[src/rtl/superfx_defs.sv]
// rtl/superfx_defs.sv - shared sequencer state encodings, opcode constants, branch condition selects
package superfx_defs;

  typedef enum logic [1:0] {
    ST_IDLE  = 2'd0,
    ST_FETCH = 2'd1,
    ST_OPER  = 2'd2,
    ST_DELAY = 2'd3
  } seq_state_t;

  localparam logic [7:0] OP_STOP   = 8'h00;
  localparam logic [7:0] OP_BRA_LO = 8'h05;
  localparam logic [7:0] OP_BRA_HI = 8'h0F;
  localparam logic [7:0] OP_LOOP   = 8'h3C;

  // Condition select is the low nibble of the branch opcode.
  localparam logic [3:0] CC_BRA = 4'h5;
  localparam logic [3:0] CC_BGE = 4'h6;
  localparam logic [3:0] CC_BLT = 4'h7;
  localparam logic [3:0] CC_BNE = 4'h8;
  localparam logic [3:0] CC_BEQ = 4'h9;
  localparam logic [3:0] CC_BPL = 4'hA;
  localparam logic [3:0] CC_BMI = 4'hB;
  localparam logic [3:0] CC_BCC = 4'hC;
  localparam logic [3:0] CC_BCS = 4'hD;
  localparam logic [3:0] CC_BVC = 4'hE;
  localparam logic [3:0] CC_BVS = 4'hF;

  function automatic logic is_branch_op(input logic [7:0] op);
    return (op >= OP_BRA_LO) && (op <= OP_BRA_HI);
  endfunction

endpackage

[src/rtl/fig_17_branch_cond.sv]
// rtl/fig_17_branch_cond.sv - combinational branch condition evaluation from latched select and flags
module fig_17_branch_cond
  import superfx_defs::*;
(
  input  logic [3:0] cond_sel,
  input  logic       flag_z,
  input  logic       flag_cy,
  input  logic       flag_s,
  input  logic       flag_ov,
  output logic       taken
);

  // Decode the condition select against the current flags
  always_comb begin
    taken = 1'b0;
    case (cond_sel)
      CC_BRA:  taken = 1'b1;
      CC_BGE:  taken = ~(flag_s ^ flag_ov);
      CC_BLT:  taken = flag_s ^ flag_ov;
      CC_BNE:  taken = ~flag_z;
      CC_BEQ:  taken = flag_z;
      CC_BPL:  taken = ~flag_s;
      CC_BMI:  taken = flag_s;
      CC_BCC:  taken = ~flag_cy;
      CC_BCS:  taken = flag_cy;
      CC_BVC:  taken = ~flag_ov;
      CC_BVS:  taken = flag_ov;
      default: taken = 1'b0;
    endcase
  end

endmodule

[src/rtl/fig_17_pc_sequencer.sv]
// rtl/fig_17_pc_sequencer.sv - R15 fetch/flow sequencer; FIG17_PERF_CNT_EN adds the perf_cnt output
module fig_17_pc_sequencer
  import superfx_defs::*;
#(
  parameter int PC_W  = 16,
  parameter int OFF_W = 8
) (
  input  logic            clk,
  input  logic            reset,
  input  logic            go_set,
  input  logic            go_clr,
  input  logic            hold,
  output logic            fetch_req,
  input  logic            fetch_ack,
  input  logic [7:0]      fetch_data,
  input  logic [PC_W-1:0] pc,
  input  logic            flag_z,
  input  logic            flag_cy,
  input  logic            flag_s,
  input  logic            flag_ov,
  input  logic            r12_is_one,
  output logic            loop_dec,
  output logic            op_valid,
  output logic [7:0]      op_code,
  output logic            pc_en,
  output logic            pc_loop,
  output logic            pc_load,
  output logic            pc_hold,
  output logic [PC_W-1:0] pc_target,
  output logic            go,
  output logic            stop_irq
`ifdef FIG17_PERF_CNT_EN
  ,
  output logic [15:0]     perf_cnt
`endif
);

  seq_state_t      state, state_n;
  logic            go_q, go_n;
  logic [3:0]      cond_q, cond_n;
  logic            br_pend, br_pend_n;
  logic            loop_pend, loop_pend_n;
  logic [PC_W-1:0] target_q, target_n;
  logic [PC_W-1:0] branch_dest;
  logic [OFF_W-1:0] offset;
  logic            taken;

  // Offset is relative to the address following the operand byte
  assign offset      = fetch_data[OFF_W-1:0];
  assign branch_dest = pc + PC_W'(1) + {{(PC_W-OFF_W){offset[OFF_W-1]}}, offset};

  fig_17_branch_cond u_cond (
    .cond_sel (cond_q),
    .flag_z   (flag_z),
    .flag_cy  (flag_cy),
    .flag_s   (flag_s),
    .flag_ov  (flag_ov),
    .taken    (taken)
  );

  assign fetch_req = (state != ST_IDLE) && !hold;
  assign pc_hold   = hold;
  assign pc_target = target_q;
  assign go        = go_q;

  // Sequencer state, GO, latched condition, pend flags and branch target
  always_ff @(posedge clk or negedge reset) begin
    if (!reset) begin
      state     <= ST_IDLE;
      go_q      <= 1'b0;
      cond_q    <= 4'h0;
      br_pend   <= 1'b0;
      loop_pend <= 1'b0;
      target_q  <= '0;
    end else begin
      state     <= state_n;
      go_q      <= go_n;
      cond_q    <= cond_n;
      br_pend   <= br_pend_n;
      loop_pend <= loop_pend_n;
      target_q  <= target_n;
    end
  end

  // Next-state and strobe decode; go_clr overrides everything, hold freezes everything else
  always_comb begin
    state_n     = state;
    go_n        = go_q;
    cond_n      = cond_q;
    br_pend_n   = br_pend;
    loop_pend_n = loop_pend;
    target_n    = target_q;
    loop_dec    = 1'b0;
    op_valid    = 1'b0;
    op_code     = 8'h00;
    pc_en       = 1'b0;
    pc_loop     = 1'b0;
    pc_load     = 1'b0;
    stop_irq    = 1'b0;
    if (go_clr) begin
      state_n     = ST_IDLE;
      go_n        = 1'b0;
      br_pend_n   = 1'b0;
      loop_pend_n = 1'b0;
    end else if (!hold) begin
      case (state)
        ST_IDLE: begin
          if (go_set) begin
            go_n    = 1'b1;
            state_n = ST_FETCH;
          end
        end
        ST_FETCH: begin
          if (fetch_ack) begin
            pc_en = 1'b1;
            if (fetch_data == OP_STOP) begin
              go_n     = 1'b0;
              stop_irq = 1'b1;
              state_n  = ST_IDLE;
            end else if (is_branch_op(fetch_data)) begin
              cond_n  = fetch_data[3:0];
              state_n = ST_OPER;
            end else if (fetch_data == OP_LOOP) begin
              loop_dec = 1'b1;
              if (!r12_is_one) begin
                loop_pend_n = 1'b1;
                state_n     = ST_DELAY;
              end
            end else begin
              op_valid = 1'b1;
              op_code  = fetch_data;
            end
          end
        end
        ST_OPER: begin
          if (fetch_ack) begin
            pc_en    = 1'b1;
            target_n = branch_dest;
            if (taken) begin
              br_pend_n = 1'b1;
              state_n   = ST_DELAY;
            end else begin
              state_n = ST_FETCH;
            end
          end
        end
        ST_DELAY: begin
          if (fetch_ack) begin
            // Delay-slot byte always executes as a plain opcode, even if it encodes flow
            op_valid = 1'b1;
            op_code  = fetch_data;
            if (br_pend) begin
              pc_load = 1'b1;
            end else if (loop_pend) begin
              pc_loop = 1'b1;
            end else begin
              pc_en = 1'b1;
            end
            br_pend_n   = 1'b0;
            loop_pend_n = 1'b0;
            state_n     = ST_FETCH;
          end
        end
        default: state_n = ST_IDLE;
      endcase
    end
  end

`ifdef FIG17_PERF_CNT_EN
  logic flow_ev;

  assign flow_ev = stop_irq | loop_dec |
                   ((state == ST_FETCH) && pc_en && is_branch_op(fetch_data));

  // Saturating count of executed opcodes, restarted by each go_set
  always_ff @(posedge clk or negedge reset) begin
    if (!reset) begin
      perf_cnt <= 16'h0000;
    end else if (go_set) begin
      perf_cnt <= 16'h0000;
    end else if ((op_valid || flow_ev) && (perf_cnt != 16'hFFFF)) begin
      perf_cnt <= perf_cnt + 16'h0001;
    end
  end
`endif

endmodule
[config.mk]
export PLATFORM = sky130hd
export DESIGN_NAME = fig_17_pc_sequencer
export DESIGN_NICKNAME = d
export VERILOG_FILES = /design/src/rtl/superfx_defs.sv /design/src/rtl/fig_17_branch_cond.sv /design/src/rtl/fig_17_pc_sequencer.sv
export SDC_FILE = /design/constraint.sdc
export NUM_CORES = 1
export LEC_CHECK = 0
export CORE_UTILIZATION = 50
export CTS_BUF_LIST = sky130_fd_sc_hd__clkbuf_8 sky130_fd_sc_hd__clkbuf_16
export DETAILED_ROUTE_END_ITERATION = 16
export GPL_TIMING_DRIVEN = 0
export PLACE_DENSITY_LB_ADDON = 0.2
export SYNTH_ARGS = -nofsm -noshare
export SYNTH_HDL_FRONTEND = slang
export SYNTH_SLANG_ARGS = --single-unit
[constraint.sdc]
create_clock -name clk -period 3.63 [get_ports clk]
set_input_delay 0.5445 -clock clk [delete_from_list [all_inputs] [get_ports clk]]
set_output_delay 0.5445 -clock clk [all_outputs]
set_load 0.005 [all_outputs]
# == After elaboration in Yosys (flattened, before gate mapping) ==
# Cells that the tools add are included.
# totals
register_bits,25
input_bits,35
word_cells,141
# op_classes
n_addsub,2
magnitude_cmp,2
eq_ne,28
mux,78
bitwise,9
reduce_logical,16
# ops
op,n
2-to-1 mux 8 bit,7
2-to-1 mux 1 bit,52
== test 4 bit (second input constant),8
!= test 3 bit (second input constant),10
2-to-1 mux 2 bit,11
adder 16 x 1 -> 16 bit (second input constant),1
adder 16 bit,1
one-hot mux 8 bit (2 select lines),1
== test 4 x 3 -> 1 bit (second input constant),3
one-hot mux 1 bit (11 select lines),1
!= test 5 bit (second input constant),2
one-hot mux 1 bit (2 select lines),5
AND reduction 5 bit,2
nonzero test 3 bit,3
== test 8 x 6 -> 1 bit (second input constant),1
>= comparator 8 x 3 -> 1 bit (second input constant),1
<= comparator 8 x 4 -> 1 bit (second input constant),1
logical NOT 8 bit,1
inverter 1 bit,8
one-hot mux 2 bit (4 select lines),1
AND reduction 8 bit,1
AND reduction 7 bit,1
AND reduction 6 bit,1
== test 2 bit (second input constant),2
9 further kinds,10

# == Logic depth before layout (Yosys ltp) ==
# Gate-level depths: netlist of the first run.
# depth
depth_word,8
mapped_depth,10
mapped_depth_nobuf,10

# == Modules after synthesis ==
# From an unflattened synthesis of the first run, not the netlist that was laid out.
# unflattened
cells_unflattened,265
hier_area_um2,2172.1
# by_module_without_submodules
module,instances,cells_per_inst,area_per_inst_um2,seq_area_each_um2
fig_17_pc_sequencer,1,247,2062.0,625.6
fig_17_branch_cond,1,18,110.1,0.0

# == Worst setup path before layout of the first run ==
# OpenSTA, ideal clock, no wires.
# synth_timing
path_kind,input to register
start,input port fetch_data[0]
end,"register target_q[8], in the netlist pc_target[8]"
setup_time_ns,0.135
arrival_ns,2.278
required_time_ns,3.495
setup_slack_ns,1.218
stages,10
n_path_buf,0
path_cell_list,inv_1 -> ha_1 -> inv_1 -> fa_1 -> a211oi_1 -> o21bai_1 -> a211o_1 -> a31oi_1 -> xor2_1 -> o21ai_0
# synth_via
elab_chain_cells,1
# synth_lines
item,line_no,source
start: declaration,fig_17_pc_sequencer.sv:15,"input logic [7:0] fetch_data,"
adder 16 bit,fig_17_pc_sequencer.sv:50,"assign branch_dest = pc + PC_W'(1) + {{(PC_W-OFF_W){offset[OFF_W-1]}}, offset};"
end signal: assignment,fig_17_pc_sequencer.sv:81,target_q <= target_n;
end: declaration,fig_17_pc_sequencer.sv:43,"logic [PC_W-1:0] target_q, target_n;"
# Every way passes these cells.
# A chain may end at the register's enable or synchronous reset.

# == Worst setup path after layout of the first run ==
# layout_timing
start,input port fetch_data[1]
end,output port op_code[5]
# layout_via
elab_chain_cells,8
word_cells_on_any_way,12
classes_between,2 x order compare; 1 x eq/ne; 7 x mux; 2 x reduce/logical
# layout_lines
item,line_no,source
">= comparator 8 x 3 -> 1 bit, or another cell as far along",superfx_defs.sv:30,return (op >= OP_BRA_LO) && (op <= OP_BRA_HI);
logical AND 1 bit / 2-to-1 mux 8 bit (equally long branches),"superfx_defs.sv:30, fig_17_pc_sequencer.sv:123",
2-to-1 mux 8 bit,fig_17_pc_sequencer.sv:120,end else if (is_branch_op(fetch_data)) begin
2-to-1 mux 8 bit (*),fig_17_pc_sequencer.sv:116,if (fetch_data == OP_STOP) begin
2-to-1 mux 8 bit (*),fig_17_pc_sequencer.sv:114,if (fetch_ack) begin
one-hot mux 8 bit (2 select lines) (*),fig_17_pc_sequencer.sv:106,case (state)
2-to-1 mux 8 bit (*),fig_17_pc_sequencer.sv:105,end else if (!hold) begin
2-to-1 mux 8 bit (*),fig_17_pc_sequencer.sv:100,if (go_clr) begin
end: declaration,fig_17_pc_sequencer.sv:24,"output logic [7:0] op_code,"
# Every way passes the cells marked *; elsewhere a longest branch is shown, timed or not.

==> impl_summary.md, run 1 <==
Global route
The initial antenna violation count is 0. For this run, the total global-route usage over all layers was measured as 25.3%. The first global-routing pass estimated 8.78 mm of wire.

The number of global-route vias before repair is 1999. Entering global routing, the biggest net connects 26 pins. The residual overflow from global routing is 0.

Worst setup path
Walking the worst path, the cells encountered are clkdlybuf4s50_1, o21a_1, nor3_1, o21a_1, a21oi_1, nor3_1, and2_1, clkdlybuf4s50_1. Broken down by cell family, the worst path's largest delay share belongs to buffers and inverters. The total number of cells along the worst setup path is 8. The startpoint of the worst setup timing path is fetch_data[1]. The endpoint of the lowest-slack register-to-register path is pc_target[10]$_DFFE_PN0P_.

The setup slack of the worst register-to-register path is ~1.6 ns. The depth of the most critical reg-to-reg path is 6. In this run the worst setup path terminates at op_code[5]. The critical path data arrival time is 2.89 ns. The slowest library cell on the worst path is sky130_fd_sc_hd__clkdlybuf4s50_1. On the worst path, the slowest cell contributes a delay of ~0.53 ns. The class of the most critical setup path is input pin to primary output. STA classifies the critical path endpoint as a primary output. The worst-path maximum fanout is 6. The critical path contains buffers and inverters numbering 2 combined.

The kind of launch point of the worst setup path is an input pin. The startpoint of the worst-slack reg-to-reg timing path is state[0]$_DFFE_PN0P_. The required arrival time at the worst endpoint is roughly 3 ns.

Route
The initial detailed-routing violation count is between 100 and 150. The number of remaining DRC errors is 0. The detailed router placed 2159 vias in this run. For this run, the detailed router's first-pass iteration total came to 4.

After detailed routing, the total wire length is between 5 and 6 mm. After detailed routing, the average wire length per cell comes to roughly 14 microns. In this run the remaining antenna-violating nets after routing total 0. The number of vias per cell after detailed routing is 5.74.

Finish
The area growth from synthesis to layout is 36.7%. The share of final-layout standard cells stronger than drive strength 1 is 4.29%. The combined area of the multi-input logic cells is 0.00141 sq mm. The post-route cell area is 0.00290 sq mm. The diode insertion count for antenna repair is 0. Once layout is complete, the utilization of the core stands at 71.9%. The combined flip-flop and latch cell area is about 630 sq um. Counting the fill cells in the layout gives 360.

For this run, the post-layout net count is 382.

CTS
After clock tree synthesis, the clock-pin slew on the worst setup and hold paths is 0.09 ns. Counting along the longest clock path gives a buffer depth of 2. The cell at the root of the clock tree is sky130_fd_sc_hd__clkbuf_8. The H-tree depth is 1.

The number of buffers created by CTS is 3. The insertion delay of the later-clocked pin in the worst-skew pair is 0.27 ns. TritonCTS built the clock tree. CTS saw 25 sinks.

The count of hold buffers inserted by post-cts repair is 0.

Pwr
The clock share of power is between 10% and 20%. The net switching fraction of the power is a little under a third. The internal power component is 0.000623 W. Summed over all nets, the switching power comes to 0.000293 W. In this run the static leakage power is 1.22 nW. The peak ir drop on the vdd network is 239 uV. Dividing total power by cell area gives a power density of between 300 and 400 mW/mm^2. The part of the total power dissipated in combinational logic is 42.9%.

The final total power is 0.000916 W. The sequential group share of total power is 38.9%.

Synth
Summing the areas of all compound-gate instances in the mapped netlist gives between 20% and 30% of the synthesized area. Sorting the synthesized cells by area gives the leading types as sky130_fd_sc_hd__dfrtp_1 30%, sky130_fd_sc_hd__ha_1 11%, sky130_fd_sc_hd__o21ai_0 5.7%. The number of instances in the synthesized netlist is roughly 260. In this run, synthesis produced a sequential element count of 25. The sequential element share of the synthesized area is ~30%. The xor and xnor area share after synthesis is 4.96%. After synthesis the cells add up to 0.00212 sq mm. Averaged over all synthesized cells, the footprint is 8.31 sq um.

The async set or reset register ratio after synthesis is 100%. The mux cell area share after synthesis is 3.60%. The most frequent cell after synthesis is sky130_fd_sc_hd__nand2_1. Of the post-synthesis cell area, the dominant cell type holds 29.5%. The arithmetic-cell share of the synthesized area counting full adders, half adders and majority gates is about 12%. The library cell with the largest summed area after synthesis is sky130_fd_sc_hd__dfrtp_1. The Yosys step of the flow raised 0 warnings. The main combinational cell family by area after synthesis is compound AO/OA/AOI/OAI gates. The number of different library cells used by synthesis comes to 52. The predominant post-synthesis flop cell is sky130_fd_sc_hd__dfrtp_1. The synthesized netlist net count is slightly above 300.

After Yosys synthesis, and, or, nand and nor cells account for between 20% and 30% of the synthesized area. The number of synthesized flops with an enable pin is 0. By count the netlist is led by 27 x sky130_fd_sc_hd__nand2_1, 25 x sky130_fd_sc_hd__dfrtp_1, 24 x sky130_fd_sc_hd__o21ai_0.

STA
The clock period minus worst slack is about 3.4 ns. For the pin with the worst max-slew slack, the measured transition is 1.14 ns. The number of hold-slack violations in the final timing report is 0. The ratio of final minimum period to clock period is 94.7%. The relative slew slack is a little under a quarter. The final-report max-slew violation count is 0. The worst-case clock skew is between 0.004 and 0.005 ns. Across all hold checks on the routed design, the worst slack comes to just under 0.5 ns. The number of setup violations in the final report is 0. The maximum clock rate is 291 MHz. Setup repair after global routing left no endpoint under its margin.

Place
Buffers placed on the I/O ports in this run total 67. In this run the cell area measured after placement is 0.00285 sq mm. The final RePlAce weighted congestion is between 0.8 and 0.9. Detailed placement ended at an HPWL of about 4.3 mm.

Floorplanning
The die is 67.1 microns wide. Row generation in the floorplan step produced 23 rows. In this run the count of I/O pins placed on the die edge is 68. The total area inside the core boundary comes to between 0.004 and 0.005 sq mm.

The die covers 0.00450 sq mm. For this configuration, the core starts out at a cell density of 52.6%. In this run the vertical extent of the chip is 67.1 microns.

Worst hold path
The classification of the worst-slack hold path is flop to flop.

Flow run
The max-capacitance violation count is 0.

Outcome
The run finished with clean final reports.
repair_timing:
| item | CTS | global route |
|---|---|---|
| resized for setup | 1 | 0 |
| setup endpoints to repair | 1 | 0 |
| setup buffers | 0 | 0 |
how the worst min path moves through the flow:
stage                                     end  slack [ns]  depth (start not counted)                 startpoint
CTS                 pc_target[13]$_DFFE_PN0P_        0.49                          2  pc_target[13]$_DFFE_PN0P_
floorplan                 br_pend$_DFFE_PN0P_        0.25                          0                      reset
global route        pc_target[14]$_DFFE_PN0P_        0.52                          2  pc_target[14]$_DFFE_PN0P_
global placement     pc_target[0]$_DFFE_PN0P_        0.47                          2   pc_target[0]$_DFFE_PN0P_
finish              pc_target[13]$_DFFE_PN0P_        0.49                          2  pc_target[13]$_DFFE_PN0P_
detailed placement  pc_target[13]$_DFFE_PN0P_        0.47                          2  pc_target[13]$_DFFE_PN0P_
sequential cells by signal, summed over array words and instances, names as in the netlist:
signal and flops:
go 1, pc_target 16, cond_q 4, state 2, br_pend 1, loop_pend 1
area by class of cell:
cell class,count,share of cell area (%)
clock inverters,1,0.173
clock buffers,3,1.43
inverters,14,1.81
plain buffers,8,1.17
well taps,50,2.16
flip-flops and latches,25,21.6
multi-input cells,208,48.6
repair buffers,67,23.1
worst reg2reg max path: stages (launching register included):
cell and delay (ns):
sky130_fd_sc_hd__dfrtp_1 0.38, sky130_fd_sc_hd__inv_1 0.09, sky130_fd_sc_hd__ha_1 0.31, sky130_fd_sc_hd__nand2_1 0.11
sky130_fd_sc_hd__clkbuf_1 0.36, sky130_fd_sc_hd__clkbuf_1 0.45, sky130_fd_sc_hd__o21ai_0 0.19
per-layer routing:
layer  vias up  part of all wire, %  track usage, %
met3         6                  4.4            2.40
met5         -                    0               0
met1      1018                   44            30.5
li1       1069                    -               -
met2        66                   51            47.3
met4         0                 0.98            5.85
stage by stage:
step                worst slack [ns]  setup TNS (ns)  instances
detailed placement           -0.0663         -0.0663        372
finish                         0.194               0        376
floorplan                       1.22               0        255
global placement             -0.0617         -0.0617        372
CTS                            0.175               0        376
global route                  0.0787               0        376
power groups by stage:
stage	clock, W	combinational (W)	sequential [W]
6_report	0.000167	0.000393	0.000356
5_1_grt	0.000180	0.000434	0.000362
3_3_place_gp	0	0.000383	0.000361
2_1_floorplan	0	0.000195	0.000363
3_5_place_dp	0	0.000392	0.000362
4_1_cts	0.000170	0.000394	0.000357
placed cells by master (no fill, tap or decap), types with 5 or more instances in the layout:
cell,netlist,routed
sky130_fd_sc_hd__dfrtp_1,25,25
sky130_fd_sc_hd__ha_1,19,19
sky130_fd_sc_hd__o21ai_0,24,24
sky130_fd_sc_hd__nor2_1,15,15
sky130_fd_sc_hd__clkbuf_1,7,7
sky130_fd_sc_hd__inv_1,14,14
sky130_fd_sc_hd__o21a_1,10,10
sky130_fd_sc_hd__nand3_1,8,8
sky130_fd_sc_hd__clkdlybuf4s50_1,0,66
sky130_fd_sc_hd__a21o_1,5,5
sky130_fd_sc_hd__xnor2_1,9,9
sky130_fd_sc_hd__and2_1,8,8
sky130_fd_sc_hd__a21oi_1,16,16
sky130_fd_sc_hd__nand2_1,27,27
sky130_fd_sc_hd__nor3_1,8,8
kinds of logic after synthesis:
family                     count (synthesis)
and+or+nand+nor                           90
adders and majority gates                 20
AOI/OAI and AO/OA                         80
muxes                                      6
DFF                                       25
xor gates and xnor gates                  12
buffers and inverters                     22
No activity file was read; power rests on OpenSTA's default activity.
==> run 2, diff against run 1 <==
- CAP_MARGIN: default -> 5
==> run 2 against run 1 <==
Against the previous run: cell count rose by 0.27%; total power rose by 0.60%; sequential share of layout area fell by 0.20 points; hold slack got worse by 0.0021 ns; setup slack improved by 0.018 ns; combinational power rose by 1%; via count rose by 0.19%; maximum frequency rose by 0.54%; clock skew rose by 0.0016 ns; largest cell class unchanged; highest routed layer unchanged.
==> impl_summary.md, run 2 (same netlist as run 1, synthesis figures left out) <==
Floorplanning
The number of primary I/O pins came to 68 (unchanged). The die extent in x was 67.1 microns (unchanged). The die area was 0.00450 sq mm (unchanged). The initial core utilization is 52.6% (unchanged). The core box area was 0.00403 sq mm (unchanged). The number of core rows came to 23 (unchanged).

The vertical die dimension is 67.1 microns (unchanged).

Pwr
The peak ir drop on the vdd network is 209 uV (-13%). The power per cell area is 315 mW/mm^2 (-0.35%). The leakage component of the power is 1.23 nW (+1.0%).

Worst hold path
The classification of the worst-slack hold path is flop to flop. The startpoint of the lowest-slack hold path is pc_target[13]$_DFFE_PN0P_.

STA
Setup repair after global routing left no endpoint under its margin. The worst-case clock skew was 0.00598 ns (+0.00160 ns). The clock period minus worst slack is 3.42 ns (-0.0184 ns). The worst setup slack after layout came to 0.212 ns (+0.0184 ns). The actual transition at the worst max-transition pin is 0.548 ns (-0.590 ns).

The ratio of final minimum period to clock period was 94.2% (-0.51 points). The number of hold-slack violations in the final timing report is 0 (unchanged). The number of setup violations in the final report came to 0 (unchanged). The maximum clock rate is 293 MHz (+0.54%). The final-report max-slew violation count is 0 (unchanged). The worst hold-check slack is 0.488 ns (-0.00208 ns). The relative slew slack is 63.2% (+39 points).

Route
The number of vias per cell after detailed routing came to 5.74 (about the same). The remaining antenna violation count was 0 (unchanged). The average routed wire per standard cell is 14.6 microns (+1.5%). The number of remaining DRC errors came to 0 (unchanged). The final wirelength is 5.49 mm (+1.8%). The overall via count from detail_route is 2163 (+0.19%).

The initial detailed-routing violation count was 121 (-10%). The detailed-router iteration count before antenna repair is 4 (unchanged).

Global route
The largest net degree at the start of global routing is 26 (unchanged). The total global routing track utilization came to 25.3% (unchanged). The number of global-route vias before repair is 1999 (unchanged). The residual overflow from global routing was 0 (unchanged). The initial antenna violation count is 0 (unchanged). The wire length of the first global-routing pass is 8.78 mm (unchanged).

Finish
The number of nets at the end of the flow came to 383 (+0.26%). In the layout the commonest cells are 66 x sky130_fd_sc_hd__clkdlybuf4s50_1, 27 x sky130_fd_sc_hd__nand2_1, 25 x sky130_fd_sc_hd__dfrtp_1. The number of flip-flops under the largest register name is 16 (unchanged). The fill cell total of the finished layout is 353 (-1.9%). Compared with the post-synthesis result, the final layout area differs by 38.0%. The leading cell type in the layout, fill and taps excluded is sky130_fd_sc_hd__clkdlybuf4s50_1.

The number of standard cells in the final layout excluding fillers is 377 (+0.27%). The diode insertion count for antenna repair is 0 (unchanged). The share of final-layout standard cells stronger than drive strength 1 was 4.59% (+0.29 points). The combined area of the multi-input logic cells is 0.00141 sq mm (unchanged). The combined flip-flop and latch cell area is 626 sq um (unchanged).

Worst setup path
The endpoint type of the worst setup path is a primary output. The worst-path maximum fanout is 4 (-2). The most numerous cell type found on the critical path is sky130_fd_sc_hd__clkdlybuf4s50_1. The worst setup path is of the input pin to primary output kind.

Walking the worst path, the cells encountered are clkdlybuf4s50_1, or4_1, or4_2, nor2_1, clkdlybuf4s50_1. The delay of the slowest cell on the worst path is 0.62 ns (+0.09 ns). The slowest stage of the critical path belongs to the cell sky130_fd_sc_hd__or4_2. The startpoint of the worst-slack reg-to-reg timing path is state[0]$_DFFE_PN0P_.

The critical path data arrival time is 2.87 ns (-0.02 ns). The startpoint of the worst setup timing path is fetch_data[6]. The required arrival time at the worst endpoint came to 3.09 ns (about the same).

The worst setup path is launched from an input pin.

CTS
The clock transition at the registers of the reported paths was 0.09 ns (about the same). The H-tree depth is 1 (unchanged). The count of hold buffers inserted by post-cts repair is 0 (unchanged). The number of buffers created by CTS is 3 (unchanged). The largest buffer count on any clock path was 2 (unchanged). CTS placed an instance of sky130_fd_sc_hd__clkbuf_8 at the clock tree root. The sink count of the clock tree came to 25 (unchanged).

The CTS tree is done. The insertion delay of the later-clocked pin in the worst-skew pair came to 0.27 ns (about the same).

Place
The final RePlAce weighted congestion came to 0.879 (unchanged). The total half-perimeter wirelength after legalization and detailed placement is 4.35 mm (unchanged). The post-placement cell count came to 372 (unchanged). The total of buffers placed on input and output ports is 67 (unchanged). The worst slack at placement is -0.0663 ns (unchanged).

Flow run
The max-capacitance violation count is 0 (unchanged).

Outcome
The run finished with clean final reports.
==> run 2: report_power, final <==
part | switching, W | total [W] | internal (W)
Sequential | 0.0000285 | 0.000356 | 0.000328
Combinational | 0.000175 | 0.000397 | 0.000222
Clock | 0.0000910 | 0.000168 | 0.0000768
Total | 0.000295 | 0.000922 | 0.000627
==> run 2: routing by layer <==
layer / vias up / global-route usage, % / share of wire (%)
li1: 1067 / - / -
met1: 1020 / 30.5 / 43
met2: 74 / 47.3 / 51
met3: 2 / 2.40 / 5.2
met4: 0 / 5.85 / 0.58
met5: - / 0 / 0
==> run 2: path summary, 6_finish.rpt <==
kind	endpoint	slack (ns)	cells past startpoint
setup reg to reg	pc_target[10]$_DFFE_PN0P_	1.60	6
max in group asynchronous	go$_DFFE_PN0P_	2.67	2
min in group asynchronous	pc_target[6]$_DFFE_PN0P_	0.54	1
hold reg to reg	pc_target[13]$_DFFE_PN0P_	0.49	2
hold / removal	pc_target[13]$_DFFE_PN0P_	0.49	2
setup / recovery	stop_irq	0.21	5
==> run 2: cell type report <==
class	count	area share (%)
timing repair buffer	68	23.8
clock buffer	3	1.41
buffer	8	1.16
sequential	25	21.4
tap	50	2.14
clock inverter	1	0.171
inverter	14	1.80
multi-input combinational	208	48.1
==> run 2: repair_timing <==
item	in CTS	in global routing
gates resized for setup	1	0
setup endpoints to repair	1	0
buffers inserted	0	0
==> run 2: critical path: cells and delay by family <==
kind / cells / cell delay, ns
and+or+nand+nor: 3 / 1.33
buffers and inverters: 2 / 0.98
==> run 2: per-stage QoR <==
stage / utilization, % / setup TNS (ns) / power [W] / instance area [sq um]
final: 72.6 / 0 / 0.000922 / 2920
after global routing: 72.6 / 0 / 0.000978 / 2920
after CTS: 71.9 / 0 / 0.000921 / 2900
after detailed placement: 70.8 / -0.0663 / 0.000754 / 2850
after global placement: 70.8 / -0.0617 / 0.000744 / 2850
after floorplan: - / 0 / 0.000558 / 2120
==> run 3, diff against run 2 <==
- CORE_MARGIN: default -> 10
==> run 3 against run 2 <==
Against the previous run: routed wire length grew 9.2%; total power is essentially flat; clock power is essentially flat; count of clock-buffer cells in the layout is the same; sequential share of layout area is essentially flat; critical path type unchanged; design area is essentially flat; core utilization shrank 0.55 points.
==> impl_summary.md, run 3 (same netlist as run 1, synthesis figures left out) <==
Outcome
The run finished with clean final reports.

Global route
The number of global-route vias before repair is 2077 (+3.9%). The residual overflow from global routing is 0 (unchanged). The total global routing track utilization was 15.7% (-9.7 points).

The wire length of the first global-routing pass is 9.67 mm (+10%). The largest net degree at the start of global routing is 26 (unchanged). The initial antenna violation count is 0 (unchanged).

Worst setup path
The worst register-to-register path ends at pc_target[10]$_DFFE_PN0P_. The critical path data arrival time is 2.90 ns (+0.03 ns). The kind of launch point of the worst setup path is an input pin.

The required arrival time at the worst endpoint is 3.09 ns (about the same). The critical path in this run is classified as input pin to primary output. The startpoint of the worst-slack reg-to-reg timing path is state[0]$_DFFE_PN0P_.

Walking the worst path, the cells encountered are clkdlybuf4s50_1, or4_1, or4_2, nor2_1, clkdlybuf4s50_1. The library cell appearing most often on the critical path is sky130_fd_sc_hd__clkdlybuf4s50_1. The count of buffering cells on the critical path with inverters included was 2 (unchanged). The setup slack of the worst register-to-register path came to 1.65 ns (+0.05 ns).

The top cell family by delay on the critical path is simple AND/OR/NAND/NOR gates. The delay of the slowest cell on the worst path came to 0.61 ns (about the same). The most critical setup path has its startpoint at fetch_data[6]. The worst-path maximum fanout was 4 (unchanged).

STA classifies the critical path endpoint as a primary output. The depth of the most critical reg-to-reg path came to 6 (unchanged). The slowest library cell on the worst path is sky130_fd_sc_hd__or4_2.

STA
The sum of negative setup slack is 0 ns (unchanged). The worst-case clock skew is 0.00150 ns (-0.00447 ns). Setup repair after global routing left no endpoint under its margin.

The clock period minus worst slack came to 3.44 ns (+0.0260 ns). The final-report max-slew violation count is 0 (unchanged). The ratio of final minimum period to clock period is 94.9% (+0.72 points).

The worst hold-check slack is 0.486 ns (-0.00187 ns). The number of hold-slack violations in the final timing report is 0 (unchanged). The relative slew slack is 64.0% (+0.81 points). The actual transition at the worst max-transition pin is 0.536 ns (-0.0120 ns).

The number of setup violations in the final report was 0 (unchanged). The maximum clock rate is 290 MHz (-0.75%).

Finish
The number of nets at the end of the flow is 383 (unchanged). The final standard cell utilization of the core was 72.0% (-0.55 points). Leaving out fill and tap cells, the most frequent cells in the layout are 66 x sky130_fd_sc_hd__clkdlybuf4s50_1, 27 x sky130_fd_sc_hd__nand2_1, 25 x sky130_fd_sc_hd__dfrtp_1.

The number of flip-flops under the largest register name is 16 (unchanged). The share of final-layout standard cells stronger than drive strength 1 came to 4.28% (-0.31 points). The fill cell total of the finished layout came to 325 (-7.9%).

The leading cell type in the layout, fill and taps excluded is sky130_fd_sc_hd__clkdlybuf4s50_1. The area growth from synthesis to layout is 38.0% (about the same). The diode insertion count for antenna repair came to 0 (unchanged).

Pwr
The final total power is 0.000922 W (about the same). The peak ir drop on the vdd network is 229 uV (+9.7%). The net switching fraction of the power is 32.1% (+0.11 points).

The sequential group share of total power is 38.6% (about the same). The net switching power figure is 0.000296 W (+0.40%). The part of the total power dissipated in combinational logic is 43.1% (about the same). The power per cell area is 315 mW/mm^2 (about the same). The leakage component of the power came to 1.23 nW (+0.12%). The clock share of power is 18.3% (about the same). The internal power component is 0.000626 W (-0.12%).

Route
The initial detailed-routing violation count is 85 (-30%). The number of remaining DRC errors came to 0 (unchanged). The overall via count from detail_route is 2120 (-2.0%). The final wirelength is 5.99 mm (+9.2%). The number of vias per cell after detailed routing is 5.62 (-2.0%). The detailed-router iteration count before antenna repair came to 4 (unchanged).

The average routed wire per standard cell is 15.9 microns (+9.2%). The remaining antenna violation count was 0 (unchanged).

Floorplanning
The die extent in x is 85.1 microns (+27%). The number of primary I/O pins is 68 (unchanged). The vertical die dimension is 85.1 microns (+27%). The number of core rows is 23 (unchanged). The core box area is 0.00406 sq mm (+0.71%). The die area came to 0.00724 sq mm (+61%). The initial core utilization is 52.2% (-0.37 points).

CTS
The insertion delay of the later-clocked pin in the worst-skew pair is 0.27 ns (about the same). The count of hold buffers inserted by post-cts repair came to 0 (unchanged). The largest buffer count on any clock path is 2 (unchanged). The number of post-CTS setup repair buffers came to 0 (unchanged). The post-cts resize count is 1 (unchanged). The H-tree depth was 1 (unchanged).

The clock transition at the registers of the reported paths is 0.09 ns (about the same). The CTS tree is done. The number of buffers created by CTS is 3 (unchanged). The sink count of the clock tree came to 25 (unchanged). The cell at the root of the clock tree is sky130_fd_sc_hd__clkbuf_8.

Worst hold path
The cell depth of the worst hold path was 2 (unchanged). In this run the worst hold path is classified as flop to flop. The startpoint of the lowest-slack hold path is pc_target[0]$_DFFE_PN0P_. For hold timing, the worst endpoint is pc_target[0]$_DFFE_PN0P_.

Flow run
The max-capacitance violation count is 0 (unchanged).

Place
The total of buffers placed on input and output ports is 67 (unchanged). The final RePlAce weighted congestion was 0.897 (+2.0%). The total half-perimeter wirelength after legalization and detailed placement is 4.80 mm (+10%).
run 3: changes by cell type in the layout (fill, tap and decap cells not counted):
cell                       before  now
sky130_fd_sc_hd__clkinv_2       1    0
sky130_fd_sc_hd__inv_1         14   15
run 3: worst max-delay path by stage:
stage,endpoint,slack [ns],cells after the start
global placement,stop_irq,-0.07,5
detailed placement,stop_irq,-0.08,5
CTS,stop_irq,0.20,5
floorplan,pc_target[8]$_DFFE_PN0P_,1.22,10
finish,stop_irq,0.19,5
global route,op_code[2],0.008,8
run 3: power by group through the flow:
| stage | registers (W) | logic [W] | clock network [W] |
|---|---|---|---|
| 5_1_grt | 0.000363 | 0.000440 | 0.000183 |
| 4_1_cts | 0.000356 | 0.000399 | 0.000171 |
| 3_5_place_dp | 0.000361 | 0.000397 | 0 |
| 3_3_place_gp | 0.000360 | 0.000389 | 0 |
| 6_report | 0.000356 | 0.000398 | 0.000169 |
| 2_1_floorplan | 0.000363 | 0.000195 | 0 |
run 3: tightest hold or removal path, stage by stage (launching register included):
cell	delay, ns
sky130_fd_sc_hd__dfrtp_1	0.35
sky130_fd_sc_hd__nand2_1	0.04
sky130_fd_sc_hd__o21ai_0	0.06
run 3: routing by layer:
metal / track usage, % / vias up / part of all wire, % / routed length [microns]
met3: 3.44 / 10 / 5.3 / 315
met5: 0 / - / 0 / 0
met4: 4.79 / 0 / 1.4 / 83
li1: - / 1075 / - / -
met1: 18.0 / 982 / 44 / 2650
met2: 28.0 / 53 / 49 / 2940
run 3: final cells by class:
type                            count  area [sq um]  share of cell area, %
Buffer                              8          33.8                   1.16
Clock buffer                        3          41.3                   1.41
Clock inverter                      1          3.75                  0.128
Inverter                           14          52.6                   1.80
Multi-Input combinational cell    208          1410                   48.1
Sequential cell                    25           626                   21.4
Tap cell                           50          62.6                   2.14
Timing Repair Buffer               68           697                   23.8
run 3: stage by stage:
step	setup WS (ns)	std cells	area [sq um]
detailed placement	-0.0806	372	2850
CTS	0.196	376	2900
finish	0.186	377	2920
floorplan	1.22	255	2120
global placement	-0.0718	372	2850
global route	0.00796	377	2920
==> edit: new RTL, config.mk and constraints of run 3 <==
Build with the macro `FIG17_PERF_CNT_EN` defined.
--- a/src/rtl/fig_17_pc_sequencer.sv
+++ b/src/rtl/fig_17_pc_sequencer.sv
@@ -1,2 +1,4 @@
 // rtl/fig_17_pc_sequencer.sv - R15 fetch/flow sequencer; FIG17_PERF_CNT_EN adds the perf_cnt output
+`define FIG17_PERF_CNT_EN
+
 module fig_17_pc_sequencer
Function (old outputs only; new: perf_cnt): kept (equiv_simple and equiv_induct, registers matched by name and starting in step).
==> edit against run 3 <==
Fmax rose by 5.9%; power rose by 74%; clock skew rose by 0.0021 ns; wire length rose by 40%; hold slack got worse by 0.34 ns; sequential cell count rose by 16; final area rose by 39%; global-route usage rose by 1.9 points; die area rose by 33%; count of clock-buffer cells in the layout rose by 2; area after synthesis rose by 44%; worst setup slack improved by 0.19 ns; register-to-register slack got worse by 0.40 ns; via count rose by 32%; largest cell class unchanged; highest routed layer unchanged.
==> edit: results (changes against run 3) <==
Parameter                              Value

STA
  Final clock skew ... 0.003629 ns (was 0.001503 ns)
  Transition time at the pin with the least slew margin ... 0.6627 ns (was 0.5358 ns)

Synth
  Xor and xnor area share after synthesis ... 0.07778 (was 0.04962)
  Post-synthesis net count ... 390 (was 310)
  Sequential-to-total area share from yosys stat ... 0.3374 (was 0.2953)
  Synth area leaders ... sky130_fd_sc_hd__dfrtp_1, sky130_fd_sc_hd__ha_1, sky130_fd_sc_hd__xnor2_1, sky130_fd_sc_hd__o21ai_0, sky130_fd_sc_hd__nand2_1 (was sky130_fd_sc_hd__dfrtp_1, sky130_fd_sc_hd__ha_1, sky130_fd_sc_hd__o21ai_0, sky130_fd_sc_hd__nand2_1, sky130_fd_sc_hd__a21oi_1)
  Average footprint of a synthesized cell ... 9.103 sq um (was 8.307 sq um)

Pwr
  Switching power ... 0.5094 mW (was 0.2962 mW)
  Static leakage ... 1.670 nW (was 1.232 nW)
  Power in combinational cells ... 0.622 mW (was 0.398 mW)

Setup path
  Register-to-register setup slack ... 1.25 ns (was 1.65 ns)
  Crit-path max cell delay ... 0.50 ns (was 0.61 ns)
  Reg2Reg Launch Point ... state[1] (was state[0])
  Largest delay share family, worst path ... compound AO/OA/AOI/OAI gates (was simple AND/OR/NAND/NOR gates)
  Arr. time, crit path ... 3.42 ns (was 2.90 ns)
  Endpoint of the worst-slack reg-to-reg timing path ... perf_cnt[6] (was pc_target[10])
  Depth of the most critical reg-to-reg path ... 10 (was 6)

Placed design
  Area post-placement ... 0.003950 sq mm (was 0.002851 sq mm)
  Setup Slack @ Placement ... 0.1105 ns (was -0.08062 ns)
  Number of buffers inserted by port buffering ... 80 (was 67)
  Post-Place Cells ... 490 (was 372)

Route
  Violation count after the first detailed-route iteration ... 97 (was 85)
  Wirelength per Cell ... 16.82 microns (was 15.89 microns)

Cells and area
  Comb_multi_in ... 268 (was 208)
  Area of the multi-input gates ... 0.001894 sq mm (was 0.001406 sq mm)
  Final clock-cell share ... 0.02560 (was 0.01541)
  Non-clock inverters ... 13 (was 14)
  Share of final-layout standard cells stronger than drive strength 1 ... 0.1019 (was 0.04281)
  Fillcell total ... 503 (was 325)
  Sequential fraction of total cell area ... 0.2529 (was 0.2140)
  Final sequential cell count ... 41 (was 25)
  Count of plain and timing-repair buffers ... 93 (was 76)
  Post-route cell area ... 0.004056 sq mm (was 0.002923 sq mm)

Hold path
  Worst min path class ... input port to async pin (was register to register)

Clock network
  Clock insertion delay at the later pin of the skew report ... 0.29 ns (was 0.27 ns)
  Clock buffer count from CTS ... 5 (was 3)

Status
  Status ... complete, no violations (unchanged)

Global route
  GRT Overall Usage ... 0.1753 (was 0.1567)
edit: cell types whose count changed after synthesis, moves of 4 or more:
cell,delta
sky130_fd_sc_hd__xnor2_1,+14
sky130_fd_sc_hd__nor3_2,+6
sky130_fd_sc_hd__nor2_1,+10
sky130_fd_sc_hd__and2_1,-4
sky130_fd_sc_hd__dfrtp_1,+16
sky130_fd_sc_hd__nor4_2,+4
sky130_fd_sc_hd__o21ai_0,+6
sky130_fd_sc_hd__nor3_1,-7
sky130_fd_sc_hd__nand2_1,+12
sky130_fd_sc_hd__o21a_1,-7
sky130_fd_sc_hd__a21oi_1,-4
edit: routing by layer:
metal,GRT usage,share of wire,vias up
met5,0,0,-
met4,0.04586,0.012,0
met3,0.04933,0.066,9
met2,0.3071,0.50,88
met1,0.2041,0.42,1345
li1,-,-,1362
edit: repair_timing:
action / CTS / global route
setup buffers: 0 / 0
setup endpoints to repair: 0 / 2
gates resized for setup: 0 / 1
